### src/rtl/fft_frame_src.sv
// Frame source for the FFT core: converts ADC codes to signed samples, buffers them
// in a small FWFT FIFO and streams exactly FRAME_LEN beats per frame over AXI-Stream.
module fft_frame_src #(
   parameter int FRAME_LEN = 4096,
   parameter int OFFSET    = 512
) (
   input  logic        clk_1_6384m,
   input  logic        rst,
   input  logic [9:0]  ad_data,
   input  logic        ad_otr,
   input  logic        sample_en,
   input  logic        start,
   input  logic        cont,
   output logic [31:0] m_axis_tdata,
   output logic        m_axis_tvalid,
   input  logic        m_axis_tready,
   output logic        m_axis_tlast,
   output logic        busy,
   output logic        frame_done,
   output logic [12:0] otr_cnt,
   output logic        ovf
);

   localparam int CW = $clog2(FRAME_LEN) + 1;
   localparam logic [CW-1:0] LAST_IDX = CW'(FRAME_LEN - 1);

   typedef enum logic [1:0] {IDLE, CAPTURE, DRAIN} state_t;

   state_t        state, state_nxt;
   logic [CW-1:0] cap_cnt, out_cnt;
   logic [15:0]   fifo_mem [4];
   logic [1:0]    wr_ptr, rd_ptr;
   logic [2:0]    fifo_cnt;
   logic [15:0]   sample_val;
   logic          fifo_full, pop, push, drop, push_req;
   logic          last_push, last_pop, frame_start, clear_ovf;

   // Over-range samples are clamped to the rail indicated by the MSB of the code
   always_comb begin
      if (ad_otr)
         sample_val = ad_data[9] ? 16'h01FF : 16'hFE00;
      else
         sample_val = {6'd0, ad_data} - 16'(OFFSET);
   end

   assign fifo_full     = (fifo_cnt == 3'd4);
   assign m_axis_tvalid = (fifo_cnt != 3'd0);
   assign pop           = m_axis_tvalid && m_axis_tready;
   assign push_req      = (state == CAPTURE) && sample_en;
   assign push          = push_req && (!fifo_full || pop);
   assign drop          = push_req && fifo_full && !pop;
   assign last_push     = push && (cap_cnt == LAST_IDX);
   assign last_pop      = pop && (out_cnt == LAST_IDX);
   assign m_axis_tlast  = m_axis_tvalid && (out_cnt == LAST_IDX);
   assign m_axis_tdata  = m_axis_tvalid ? {16'h0000, fifo_mem[rd_ptr]} : 32'h0;
   assign busy          = (state != IDLE);

   always_comb begin
      state_nxt   = state;
      frame_start = 1'b0;
      clear_ovf   = 1'b0;
      case (state)
         IDLE: begin
            if (start) begin
               state_nxt   = CAPTURE;
               frame_start = 1'b1;
               clear_ovf   = 1'b1;
            end
         end
         CAPTURE: begin
            if (last_push)
               state_nxt = DRAIN;
         end
         DRAIN: begin
            // A restart from DRAIN keeps ovf so the host can still see it
            if (last_pop) begin
               if (cont || start) begin
                  state_nxt   = CAPTURE;
                  frame_start = 1'b1;
               end else begin
                  state_nxt = IDLE;
               end
            end
         end
         default: state_nxt = IDLE;
      endcase
   end

   always_ff @(posedge clk_1_6384m) begin
      if (rst) begin
         state      <= IDLE;
         cap_cnt    <= '0;
         out_cnt    <= '0;
         otr_cnt    <= '0;
         ovf        <= 1'b0;
         frame_done <= 1'b0;
         wr_ptr     <= '0;
         rd_ptr     <= '0;
         fifo_cnt   <= '0;
      end else begin
         state      <= state_nxt;
         frame_done <= (state == DRAIN) && last_pop;
         fifo_cnt   <= fifo_cnt + {2'b00, push} - {2'b00, pop};
         if (push)
            wr_ptr <= wr_ptr + 2'd1;
         if (pop)
            rd_ptr <= rd_ptr + 2'd1;

         if (frame_start)
            cap_cnt <= '0;
         else if (push)
            cap_cnt <= cap_cnt + 1'b1;

         if (frame_start || last_pop)
            out_cnt <= '0;
         else if (pop)
            out_cnt <= out_cnt + 1'b1;

         if (frame_start)
            otr_cnt <= '0;
         else if (push && ad_otr && otr_cnt != 13'h1FFF)
            otr_cnt <= otr_cnt + 13'd1;

         if (clear_ovf)
            ovf <= 1'b0;
         else if (drop)
            ovf <= 1'b1;
      end
   end

   // Storage needs no reset: the head is masked to zero while the FIFO is empty
   always_ff @(posedge clk_1_6384m) begin
      if (push)
         fifo_mem[wr_ptr] <= sample_val;
   end

endmodule

### config.mk
export PLATFORM = sky130hd
export DESIGN_NAME = fft_frame_src
export DESIGN_NICKNAME = d
export VERILOG_FILES = /design/src/rtl/fft_frame_src.sv
export SDC_FILE = /design/constraint.sdc
export NUM_CORES = 1
export LEC_CHECK = 0
export CORE_ASPECT_RATIO = 1.75
export CORE_MARGIN = 1.5
export CORE_UTILIZATION = 50
export CTS_BUF_LIST = sky130_fd_sc_hd__clkbuf_2
export CTS_CLUSTER_DIAMETER = 40
export CTS_CLUSTER_SIZE = 20
export DETAILED_ROUTE_END_ITERATION = 10
export PLACE_DENSITY = 0.77
export SYNTH_ARGS = -nofsm -noshare
export SYNTH_HDL_FRONTEND = slang
export SYNTH_SLANG_ARGS = --single-unit
### constraint.sdc
create_clock -name clk_1_6384m -period 2.4 [get_ports clk_1_6384m]
set_input_delay 0.48 -clock clk_1_6384m [delete_from_list [all_inputs] [get_ports clk_1_6384m]]
set_output_delay 0.48 -clock clk_1_6384m [all_outputs]
set_load 0.01 [all_outputs]
# Word level (Yosys, flattened, before mapping)
# Memory sizes are Yosys's and may differ from the RTL's. A register that Yosys moved wholly into a read port is not among the register bits.
# Cells that the tools add are included.
dict set report totals {
  regBits 50
  latchBits 0
  ramBits 64
  romBits 0
  output_inout_bits 50
  word_cells 67
  memories 1
}
# name words word_bits rd rd_ports_with_merged_regs write_ports line
set memory_table {}
lappend memory_table {fifo_mem 4 16 1 1 1 31} ;# logic [15:0] fifo_mem [4];
dict set report op_classes {
  add_sub_neg 8
  multipliers 0
  n_div 0
  order_cmp 0
  eq_ne 9
  shift 0
  mux 17
  bitwise_logic 0
  n_reduce_logical 23
}
# cell n
set op_table {}
lappend op_table {{$mux W16} 3}
lappend op_table {{$add A13 B1 Y13 const B} 3}
lappend op_table {{$eq A13 B12 Y1 const B} 2}
lappend op_table {{$ne A13 B13 Y1 const B} 1}
lappend op_table {{$logic_and A1 B1 Y1} 11}
lappend op_table {{$sub A10 B10 Y11 const B} 1}
lappend op_table {{$mux W2} 5}
lappend op_table {{$mux W1} 7}
lappend op_table {{$ne A2 B2 Y1 const B} 3}
lappend op_table {{$pmux W2 S3} 1}
lappend op_table {{$reduce_or A2 Y1} 3}
lappend op_table {{$add A2 B1 Y2 const B} 2}
lappend op_table {{$add A3 B1 Y3} 1}
lappend op_table {{$eq A3 B3 Y1 const B} 1}
lappend op_table {{$logic_or A1 B1 Y1} 3}
lappend op_table {{$reduce_and A3 Y1} 1}
lappend op_table {{$reduce_bool A3 Y1} 1}
lappend op_table {{$sub A3 B1 Y3} 1}
lappend op_table {{$eq A2 B1 Y1 const B} 1}
lappend op_table {{$eq A2 B2 Y1 const B} 1}
lappend op_table {{$logic_not A1 Y1} 2}
lappend op_table {{$logic_not A2 Y1} 1}
lappend op_table {{$pmux W1 S2} 1}
lappend op_table {{$reduce_bool A2 Y1} 1}

# Depth between registers and ports, before layout
dict set report logic_depth {
  ltp_word 7
  depth_mapped 10
}

# Worst setup path before layout
# OpenSTA, ideal clock, no wires.
dict set report synth_timing {
  path_type {input port to flip-flop}
  from {in m_axis_tready}
  to {reg fifo_cnt[2]}
  setup_time_ns 0.127
  arrival_time_ns 2.297
  setup_slack_ns -0.024
  path_stages 10
  path_buffers 0
  path_cell_list {nor4b_2 nor2_1 inv_1 ha_1 inv_1 ha_1 fa_1 xnor2_1 xnor2_1 nor2_1}
}
dict set report synth_between {
  elab_chain_len 5
}
# element line
set synth_rtl {}
lappend synth_rtl {{from (decl)} 16} ;# input logic m_axis_tready,
lappend synth_rtl {{$logic_and A1 B1 Y1 *} 48} ;# assign pop = m_axis_tvalid && m_axis_tready;
lappend synth_rtl {{$logic_or A1 B1 Y1} 50} ;# assign push = push_req && (!fifo_full || pop);
lappend synth_rtl {{$logic_and A1 B1 Y1} 50}
lappend synth_rtl {{$add A3 B1 Y3} 103} ;# fifo_cnt <= fifo_cnt + {2'b00, push} - {2'b00, pop};
lappend synth_rtl {{$sub A3 B1 Y3 *} 103}
lappend synth_rtl {{to (signal assigned)} 103}
lappend synth_rtl {{to (decl)} 33} ;# logic [2:0] fifo_cnt;
# Every way passes the cells marked *; elsewhere a longest branch is shown, timed or not.
# A chain may end at the register's enable or synchronous reset.

==> impl_metrics.toml <==
[logic_synthesis]
synth_top_area_frac = 0.2793
yosysWarnings = 0
yosys_most_used_dff = "dfxtp_1"
synth.distinct_cells = 50
ys_ff_latch = 92
synthArstFlopShare = 0
synthesis.area_mm2 = 0.004300
ys_seq_area_frac = 0.5214
synth_top_cell_by_area = "edfxtp_1"
synth_area_leaders = "edfxtp_1, dfxtp_1, mux4_2"
synth_cells = 398
synth-edff-count = 40
synthMostInstantiatedCell = "dfxtp_1"
synth_common_cells = "dfxtp_1, edfxtp_1, a21oi_1"
avgSynthCellArea_um2 = 10.80

[die]
die_width_um = 73.11
io_pins = 67
num_rows = 44
start_util = 0.5173
core_area_mm2 = 0.008313
fp.dieH_um = 125.7
die_area_mm2 = 0.009188

[setup_path]
r2r_cells = 10
r2r_slack_ns = 0.11
r2r_end = "fifo_cnt[2]"
arrival_ns = 1.91
critPathMaxFanout = 7
critPathRequiredTime_ns = 1.92
r2r-start = "fifo_cnt[2]"
startpoint_type = "flop"
critPathCaptureType = "primary output"
worst-setup-path-type = "reg2out"

[sta]
slew_viol_final = 0
fmax_mhz = 418.8
finalHoldViolations = 0
worst_slew_pin_slew_ns = 0.5372
max-slew-margin-rel = 0.6419
post-route-period-util = 0.9948
fin_tns_setup_ns = 0
post-route-min-period_ns = 2.388
finalClockSkew_ns = 0.03423
rsz0062_at_grt = "true"
setup_violations = 0

[worst_hold_path]
hold_start = "out_cnt[12]"
hold_path.class = "reg2reg"
worstHoldEndpoint = "out_cnt[12]"
whs_path_depth = 1

[clock_tree]
cts_buffers = 9
clock-root-buffer = "clkbuf_2"
cts_hold_buf = 0
clockBufferDepth = 2
insertion_delay_ns = 0.54
numClockSinks = 92
clkTransAtPathRegs_ns = 0.23
cts_max_level = 3
tritoncts = "yes"

[drt]
viasPerCell = 5.441
routed_wl_um = 9061
drt_iter0_markers = 188
wl_per_cell_um = 15.36
ant_nets = 0
first_pass_iters = 4
vias = 3210
drc = 0

[power]
vdd_drop_max_mv = 0.3580
p_leak_uw = 0.001896
powerDensity_mw_per_mm2 = 752.8
design_power_total_uw = 3928

[run_status]
run_status = "completed"

[global_routing]
grt_pass1_vias = 3253
grt_max_degree = 27
antenna_found_initial = 0
grt_pass1_wl_um = 14750
grt-ovfl-total = 0
grt_use_total = 0.2088

[final_layout]
n_antenna_cell = 0
drive_gt1_frac = 0.2126
area_growth_pct = 21.33
fillers = 678
nNetsFinal = 497

[flow_run]
cap_violations = 0

[place]
hpwl_um = 6564
port-buffer-count = 50
gp_congestion = 0.7759
## worst max-delay path by stage
stage | from | to | slack, ns | depth (start not counted)
finish | flop | m_axis_tdata[9] | 0.01 | 4
global route | flop | m_axis_tdata[14] | -0.09 | 4
CTS | flop | m_axis_tdata[12] | -0.02 | 4
detailed placement | m_axis_tready | fifo_cnt[2] | -0.35 | 11
global placement | m_axis_tready | fifo_cnt[2] | -0.27 | 11
floorplan | fifo_cnt[2] | fifo_cnt[2] | 0.12 | 9
## layout make-up
type	instances	area, um2	share of cell area
clock buffers	11	55.05	0.01055
clock inverters	5	53.80	0.01031
inverters	22	82.58	0.01583
multi-input cells	263	1849	0.3544
flip-flops and latches	92	2258	0.4329
well taps	115	143.9	0.02758
repair buffers	82	774.5	0.1484
## per-layer routing
| layer | track usage | share of wire | routed length (um) | vias to the layer above |
|---|---|---|---|---|
| met5 | 0 | 0 | 0 | - |
| met4 | 0.08102 | 0.019 | 175 | 0 |
| met3 | 0.03920 | 0.029 | 262 | 14 |
| met2 | 0.3957 | 0.59 | 5316 | 70 |
| met1 | 0.2160 | 0.36 | 3306 | 1573 |
| li1 | - | - | - | 1553 |
## worst max-delay path, cell delays in order (launching register included)
cell and delay [ns]:
dfxtp_4 0.44, buf_12 0.13, mux4_2 0.49, and2_4 0.19, buf_6 0.13
## registers in the layout, indices dropped and copies added (netlist names), named ones only
register,flops
out_cnt,13
cap_cnt,13
ovf,1
state,2
rd_ptr,2
fifo_cnt,3
frame_done,1
otr_cnt,13
wr_ptr,2
fifo_mem,40
## timing repair
| item | 4_1_cts | 5_1_grt |
|---|---|---|
| pin swaps | 3 | 7 |
| endpoints found under the hold margin | 0 | 0 |
| resized for setup | 85 | 15 |
| setup buffers | 4 | 2 |
| cloned | 1 | 0 |
| setup endpoints to repair | 18 | 18 |
## stage by stage
step | instances | worst slack [ns] | cell area, um2 | util | hold WS (ns)
2_1_floorplan | 413 | 0.1183 | 4370 | - | 0.4254
3_3_place_gp | 567 | -0.2737 | 5015 | 0.6033 | 0.4320
3_5_place_dp | 567 | -0.3450 | 5015 | 0.6033 | 0.4344
4_1_cts | 588 | -0.02336 | 5136 | 0.6179 | 0.4603
5_1_grt | 590 | -0.09221 | 5218 | 0.6276 | 0.4703
6_report | 590 | 0.01248 | 5218 | 0.6276 | 0.4564
## layout by cell type (no fill, tap or decap), types with 16 or more instances in the layout
| cell type | count |
|---|---|
| conb_1 | 16 |
| nand2_1 | 24 |
| clkdlybuf4s50_1 | 32 |
| a21oi_1 | 27 |
| buf_4 | 28 |
| dfxtp_1 | 45 |
| edfxtp_1 | 40 |
| inv_1 | 21 |
| nor2_1 | 26 |
| o21ai_0 | 21 |
## report_power, final
part	switching [uW]	internal, uW	leakage [uW]
Clock	497	243	0.0000656
Combinational	628	774	0.00104
Sequential	57.7	1730	0.000788
Total	1180	2740	0.00190
## cell families (layout without fill, tap and decap cells)
logic type | after synthesis | after routing | share of synthesized area
adders and majority gates | 10 | 10 | 0.03084
buffers and inverters | 58 | 120 | 0.07158
AOI/OAI and AO/OA | 66 | 66 | 0.09049
and+or+nand+nor | 141 | 141 | 0.1917
DFF | 92 | 92 | 0.5214
muxes | 10 | 10 | 0.05237
xor gates and xnor gates | 20 | 20 | 0.04073
other | 1 | 16 | 0.0008720
Power figures use the tool's default switching activity.
